### config.mk
export PLATFORM = sky130hd
export DESIGN_NAME = fetch_unit_flat
export DESIGN_NICKNAME = d
export VERILOG_FILES = /design/src/rtl/fetch_unit_if.sv /design/src/rtl/fetch_unit.sv /design/src/flat_wrapper.sv
export SDC_FILE = /design/constraint.sdc
export NUM_CORES = 1
export LEC_CHECK = 0
export BUFFER_PORTS_ARGS = -buffer_cell sky130_fd_sc_hd__buf_2
export CAP_MARGIN = 0
export CORE_MARGIN = 1.5
export CORE_UTILIZATION = 51
export DETAILED_ROUTE_END_ITERATION = 8
export PLACE_DENSITY = 0.82
export RECOVER_POWER = 25
export SYNTH_ARGS = -nofsm -noshare
export SYNTH_HDL_FRONTEND = slang
export SYNTH_SLANG_ARGS = --single-unit
export TNS_END_PERCENT = 1
### constraint.sdc
create_clock -name clk -period 4.76 [get_ports clk]
set_input_delay 0.714 -clock clk [delete_from_list [all_inputs] [get_ports clk]]
set_output_delay 0.714 -clock clk [all_outputs]
set_load 0.02 [all_outputs]
### src/rtl/fetch_unit_if.sv
// Fetch unit boundary: instruction memory request/response channel,
// decode-facing instruction handshake and execute redirect.
interface fetch_unit_if;
  logic        imem_req_valid;
  logic        imem_req_ready;
  logic [31:0] imem_req_addr;
  logic        imem_resp_valid;
  logic [31:0] imem_resp_data;
  logic        ins_valid;
  logic        ins_ready;
  logic [31:0] ins;
  logic [31:0] ins_pc;
  logic        redirect;
  logic [31:0] redirect_pc;
  logic        fetch_misaligned;

  modport master (
    output imem_req_valid, imem_req_addr,
    input  imem_req_ready, imem_resp_valid, imem_resp_data,
    output ins_valid, ins, ins_pc, fetch_misaligned,
    input  ins_ready, redirect, redirect_pc
  );

  modport slave (
    input  imem_req_valid, imem_req_addr,
    output imem_req_ready, imem_resp_valid, imem_resp_data,
    input  ins_valid, ins, ins_pc, fetch_misaligned,
    output ins_ready, redirect, redirect_pc
  );
endinterface

### src/rtl/fetch_unit.sv
// Instruction fetch stage: owns the PC, keeps a prefetch FIFO in front of
// decode and discards in-flight words after a redirect.
module fetch_unit #(
  parameter logic [31:0] RESET_PC = 32'h0000_0000,
  parameter int unsigned DEPTH    = 2,
  parameter logic [31:0] NOP      = 32'h0000_0013
) (
  input  logic         clk,
  input  logic         rst_n,
  fetch_unit_if.master bus
);
  localparam int unsigned AW = $clog2(DEPTH);
  localparam int unsigned CW = AW + 1;
  localparam logic [CW:0] LIM = (CW+1)'(DEPTH);

  typedef enum logic [1:0] {IDLE, RUN, FAULT} state_e;

  state_e        state_q, state_d;
  logic [31:0]   pc_q, pc_d;
  logic [CW-1:0] cnt_q, cnt_d;
  logic [CW-1:0] infl_q, infl_d;
  logic [7:0]    drop_q, drop_d;
  logic [AW-1:0] frd_q, frd_d;
  logic [AW-1:0] fwr_q, fwr_d;
  logic [AW-1:0] qrd_q, qrd_d;
  logic [AW-1:0] qwr_q, qwr_d;
  logic [31:0]   last_pc_q, last_pc_d;

  logic [31:0]   fdat_q [DEPTH];
  logic [31:0]   fpc_q  [DEPTH];
  logic [31:0]   qpc_q  [DEPTH];

  logic          valid;
  logic          aligned;
  logic          req_ok;
  logic          hs;
  logic          push;
  logic          pop;
  logic [8:0]    owed;

  always_comb begin
    valid   = (cnt_q != '0);
    aligned = (bus.redirect_pc[1:0] == 2'b00);
    req_ok  = (state_q == RUN) && !bus.redirect
           && (({1'b0, cnt_q} + {1'b0, infl_q}) < LIM);
    hs      = req_ok && bus.imem_req_ready;
    pop     = valid && bus.ins_ready;
    push    = bus.imem_resp_valid && !bus.redirect
           && (drop_q == '0) && (infl_q != '0);
    owed    = {1'b0, drop_q} + 9'(infl_q) + 9'(hs);

    state_d   = state_q;
    pc_d      = pc_q;
    cnt_d     = cnt_q;
    infl_d    = infl_q;
    drop_d    = drop_q;
    frd_d     = frd_q;
    fwr_d     = fwr_q;
    qrd_d     = qrd_q;
    qwr_d     = qwr_q;
    last_pc_d = valid ? fpc_q[frd_q] : last_pc_q;

    if (bus.redirect) begin
      cnt_d  = '0;
      infl_d = '0;
      frd_d  = '0;
      fwr_d  = '0;
      qrd_d  = '0;
      qwr_d  = '0;
      // a response landing now belongs to the old stream
      if (bus.imem_resp_valid && (owed != '0))
        drop_d = 8'(owed - 9'd1);
      else
        drop_d = owed[7:0];
      if (aligned) begin
        state_d = RUN;
        pc_d    = {bus.redirect_pc[31:2], 2'b00};
      end else begin
        state_d = FAULT;
      end
    end else begin
      if (state_q == IDLE)
        state_d = RUN;
      if (hs) begin
        pc_d  = pc_q + 32'd4;
        qwr_d = qwr_q + 1'b1;
      end
      if (push) begin
        qrd_d = qrd_q + 1'b1;
        fwr_d = fwr_q + 1'b1;
      end
      if (pop)
        frd_d = frd_q + 1'b1;
      if (bus.imem_resp_valid && (drop_q != '0))
        drop_d = drop_q - 8'd1;
      infl_d = infl_q + CW'(hs) - CW'(push);
      cnt_d  = cnt_q + CW'(push) - CW'(pop);
    end
  end

  always_ff @(posedge clk or negedge rst_n) begin
    if (!rst_n) begin
      state_q   <= IDLE;
      pc_q      <= RESET_PC;
      cnt_q     <= '0;
      infl_q    <= '0;
      drop_q    <= '0;
      frd_q     <= '0;
      fwr_q     <= '0;
      qrd_q     <= '0;
      qwr_q     <= '0;
      last_pc_q <= '0;
    end else begin
      state_q   <= state_d;
      pc_q      <= pc_d;
      cnt_q     <= cnt_d;
      infl_q    <= infl_d;
      drop_q    <= drop_d;
      frd_q     <= frd_d;
      fwr_q     <= fwr_d;
      qrd_q     <= qrd_d;
      qwr_q     <= qwr_d;
      last_pc_q <= last_pc_d;
    end
  end

  always_ff @(posedge clk) begin
    if (hs)
      qpc_q[qwr_q] <= pc_q;
    if (push) begin
      fdat_q[fwr_q] <= bus.imem_resp_data;
      fpc_q[fwr_q]  <= qpc_q[qrd_q];
    end
  end

  assign bus.imem_req_valid   = req_ok;
  assign bus.imem_req_addr    = pc_q;
  assign bus.ins_valid        = valid;
  assign bus.ins              = valid ? fdat_q[frd_q] : NOP;
  assign bus.ins_pc           = valid ? fpc_q[frd_q] : last_pc_q;
  assign bus.fetch_misaligned = (state_q == FAULT);
endmodule
### src/flat_wrapper.sv
// flat-port wrapper written by rule: the top's interface ports become plain ports
module fetch_unit_flat 
#(
  parameter logic [31:0] RESET_PC = 32'h0000_0000,
  parameter int unsigned DEPTH    = 2,
  parameter logic [31:0] NOP      = 32'h0000_0013
)
  (clk, rst_n, bus_imem_req_valid, bus_imem_req_addr, bus_imem_req_ready, bus_imem_resp_valid, bus_imem_resp_data, bus_ins_valid, bus_ins, bus_ins_pc, bus_fetch_misaligned, bus_ins_ready, bus_redirect, bus_redirect_pc);
  fetch_unit_if bus_i ();
  input  logic clk;
  input  logic rst_n;
  output wire logic [$bits(bus_i.imem_req_valid)-1:0] bus_imem_req_valid;
  output wire logic [$bits(bus_i.imem_req_addr)-1:0] bus_imem_req_addr;
  input wire logic [$bits(bus_i.imem_req_ready)-1:0] bus_imem_req_ready;
  input wire logic [$bits(bus_i.imem_resp_valid)-1:0] bus_imem_resp_valid;
  input wire logic [$bits(bus_i.imem_resp_data)-1:0] bus_imem_resp_data;
  output wire logic [$bits(bus_i.ins_valid)-1:0] bus_ins_valid;
  output wire logic [$bits(bus_i.ins)-1:0] bus_ins;
  output wire logic [$bits(bus_i.ins_pc)-1:0] bus_ins_pc;
  output wire logic [$bits(bus_i.fetch_misaligned)-1:0] bus_fetch_misaligned;
  input wire logic [$bits(bus_i.ins_ready)-1:0] bus_ins_ready;
  input wire logic [$bits(bus_i.redirect)-1:0] bus_redirect;
  input wire logic [$bits(bus_i.redirect_pc)-1:0] bus_redirect_pc;
  assign bus_imem_req_valid = bus_i.imem_req_valid;
  assign bus_imem_req_addr = bus_i.imem_req_addr;
  assign bus_i.imem_req_ready = bus_imem_req_ready;
  assign bus_i.imem_resp_valid = bus_imem_resp_valid;
  assign bus_i.imem_resp_data = bus_imem_resp_data;
  assign bus_ins_valid = bus_i.ins_valid;
  assign bus_ins = bus_i.ins;
  assign bus_ins_pc = bus_i.ins_pc;
  assign bus_fetch_misaligned = bus_i.fetch_misaligned;
  assign bus_i.ins_ready = bus_ins_ready;
  assign bus_i.redirect = bus_redirect;
  assign bus_i.redirect_pc = bus_redirect_pc;
  fetch_unit #(.RESET_PC(RESET_PC), .DEPTH(DEPTH), .NOP(NOP)) u_core (.clk(clk), .rst_n(rst_n), .bus(bus_i));
endmodule
==> flow_summary_export.csv <==
group,metric,value,unit
die,die_w,152.3,um
status,outcome,"finished with violations",
setup_path,cp-end-kind,"flop",
routing,routed_wl,24820,um
setup_path,critPathLaunchType,"flop",
timing,maxSlewHeadroom,-58.94,%
routing,drc,0,
synthesis,synth-adder-area-share,1.520,%
timing,final_hold_viol_count,0,
synthesis,ys_ff_latch,264,
synthesis,yosys.area.top_type_share,48.63,%
synthesis,avgSynthCellArea,13.43,um^2
setup_path,crit_type,"reg2reg",
cts,clock-root-buffer,"clkbuf_16",
routing,firstDrtPassIters,5,
routing,drt-initial-drc-count,569,
die,die_h,152.3,um
synthesis,yosysWarnings,0,
routing,wire_per_inst,19.05,um
synthesis,postSynthCellCount,846,
timing,setup_viol,0,
synthesis,synth.area.top_cells,"edfxtp_1 (49%), dfrtp_1 (18%), mux2i_1 (7.2%)",
cts,numCtsBuffers,27,
global_route,grt_pass1_vias,7126,
routing,vias,7452,
global_route,grt_max_degree,64,
cts,cts.repair.resized,0,
cts,hold_buffers,0,
die,ioPinCount,169,
timing,rsz0062_at_grt,"no",
timing,skew,26.52,ps
routing,postRouteAntennaNets,0,
power,power.density,467.6,nW/um^2
cells_and_area,final_area,13270,um^2
synthesis,synth_top_family_by_area,"multiplexers",
timing,max_freq,241.3,MHz
synthesis,synth-main-ff-cell,"edfxtp_1",
global_route,overflow,0,
global_route,grt_pass1_wl,39150,um
synthesis,seq_area_frac_synth,66.25,%
setup_path,rr_startpoint,"u_core.cnt_q[0]",
setup_path,crit_fanout,10,
global_route,grt_usage,21.12,%
cells_and_area,drive_above_1_share,24.85,%
cells_and_area,nets,1085,
placed_design,place.gp.congestion,0.9199,
synthesis,synth_compound_area_share,7.874,%
status,violations,"capacitance limit, slew limit",
placed_design,hpwl,15910,um
placed_design,placed_area,12430,um^2
synthesis,synthMuxAreaShare,10.32,%
cts,path_clk_slew,60,ps
cts,clock_path_buffers,3,
min_path,hold_class,"in2reg",
routing,vias_per_cell,5.719,
timing,tightest_slew,2384,ps
cts,cts_max_level,1,
synthesis,netlist_area,11360,um^2
synthesis,synth-simple-area-share,10.22,%
cells_and_area,syn_to_final_growth,16.79,%
timing,layout_min_cycle_time,4144,ps
global_route,antenna_found_initial,1,
cts,cts_sinks,264,
timing,fin_hold_ws,383.0,ps
synthesis,synth-xor-area-share,1.233,%
cts,clkLatencyLatePin,540,ps
cts,cts_setup_buffers,0,
setup_path,cp-startpoint,"u_core.cnt_q[0]",
setup_path,worst_ep_arrival_time,4570,ps
min_path,hp-start,"bus_imem_resp_data[29]",
die,num_rows,54,
cells_and_area,mostFrequentLayoutCell,"edfxtp_1",
timing,maxSlewViolCount,42,
power,ir_drop,234.3,uV
setup_path,cp.required,5180,ps
die,start_util,52.06,%
flow_run,maxCapViolations,1,
cts,cts_tree,"yes",
cells_and_area,final_cell_mix,"edfxtp_1 (184), buf_2 (149), mux2i_1 (82)",
synthesis,synth_largest_area_cell,"edfxtp_1",
power,cellLeakagePower,5.056,nW
synthesis,async_flop_share,30.30,%
synthesis,yosysUniqueCellTypes,65,
timing,finalCritPeriodShare,87.07,%
die,fp.coreArea,21820,um^2
timing,tns,0,ps
die,die_area,23180,um^2
synthesis,synth-edff-count,184,
placed_design,io_buffers,166,
## Yosys cell counts (5+ instances only)
cell type and number:
a21oi_1 31, a31oi_1 7, and2_1 10, and3_1 10
buf_1 5, buf_2 9, clkbuf_1 30, dfrtp_1 80
edfxtp_1 184, ha_1 9, inv_1 14, mux2_2 30
mux2i_1 82, nand2_1 78, nand3_1 14, nand4_1 10
nor2_1 60, nor2b_1 6, nor3_1 12, nor4_1 10
o211ai_1 5, o21ai_0 46, o22ai_1 20, xnor2_1 12
## stage by stage
stage	util, %	instances	power, mW	worst slack, ps
floorplan	-	847	3.777	782.5
global placement	56.95	1254	4.186	784.0
detailed placement	56.95	1254	4.222	628.1
CTS	60.90	1302	6.248	633.0
global route	60.81	1303	6.472	361.3
finish	60.81	1303	6.205	615.6
## cell families (layout without fill, tap and decap cells)
group,after synthesis,in the layout
DFF,264,264
other,1,3
adders and majority gates,12,12
AOI/OAI and AO/OA,142,142
muxes,113,113
xor gates and xnor gates,16,16
and+or+nand+nor,234,234
buffers and inverters,64,239
## critical path: stages (launching register included)
cell,delay (ps)
dfrtp_1,390
inv_1,90
nor2_1,140
fa_1,430
nor4_1,360
and3_1,270
fa_1,270
fa_1,460
nand3_2,180
nor4b_2,400
o221ai_1,370
o311a_1,440
o31a_1,270
## state kept, by name (all words and copies together), names as in the netlist
name,cells
u_core.qrd_q,1
u_core.drop_q,8
u_core.fpc_q,60
u_core.fdat_q,64
u_core.infl_q,2
u_core.state_q,2
u_core.fwr_q,1
u_core.last_pc_q,32
u_core.qwr_q,1
u_core.bus.imem_req_addr,30
u_core.frd_q,1
u_core.qpc_q,60
u_core.cnt_q,2
## final timing paths
check,to,slack [ps],cells past startpoint
worst min register to register,u_core.last_pc_q[1],470,1
min in group asynchronous,u_core.last_pc_q[7],900,1
worst max register to register,u_core.drop_q[4],620,12
max in group asynchronous,u_core.frd_q,2190,2
worst min-delay path,u_core.fdat_q[1][29],380,1
worst max-delay path,u_core.drop_q[4],620,12
## power by group
part	internal (mW)	switching (mW)	total (mW)
clock	1.17	0.856	2.03
combinational	0.445	0.838	1.28
sequential	2.65	0.245	2.90
total	4.27	1.94	6.21
## final cells by class
| type | instances | area (um^2) |
|---|---|---|
| Fill cell | 1660 | 8553 |
| Inverter | 14 | 52.55 |
| Clock inverter | 17 | 161.4 |
| Tap cell | 280 | 350.3 |
| Multi-Input combinational cell | 519 | 3567 |
| Clock buffer | 31 | 700.7 |
| Sequential cell | 264 | 7531 |
| Antenna cell | 1 | 2.502 |
| Timing Repair Buffer | 177 | 904.6 |
## per-layer routing
metal	wire, um	part of all wire, %	GRT usage (%)	up-vias
met1	10590	43	29.29	3660
li1	-	-	-	3475
met2	12120	49	34.67	280
met5	0	0	0	-
met4	532	2.1	6.149	0
met3	1579	6.4	3.413	37
(Power assumes the default switching activity.)
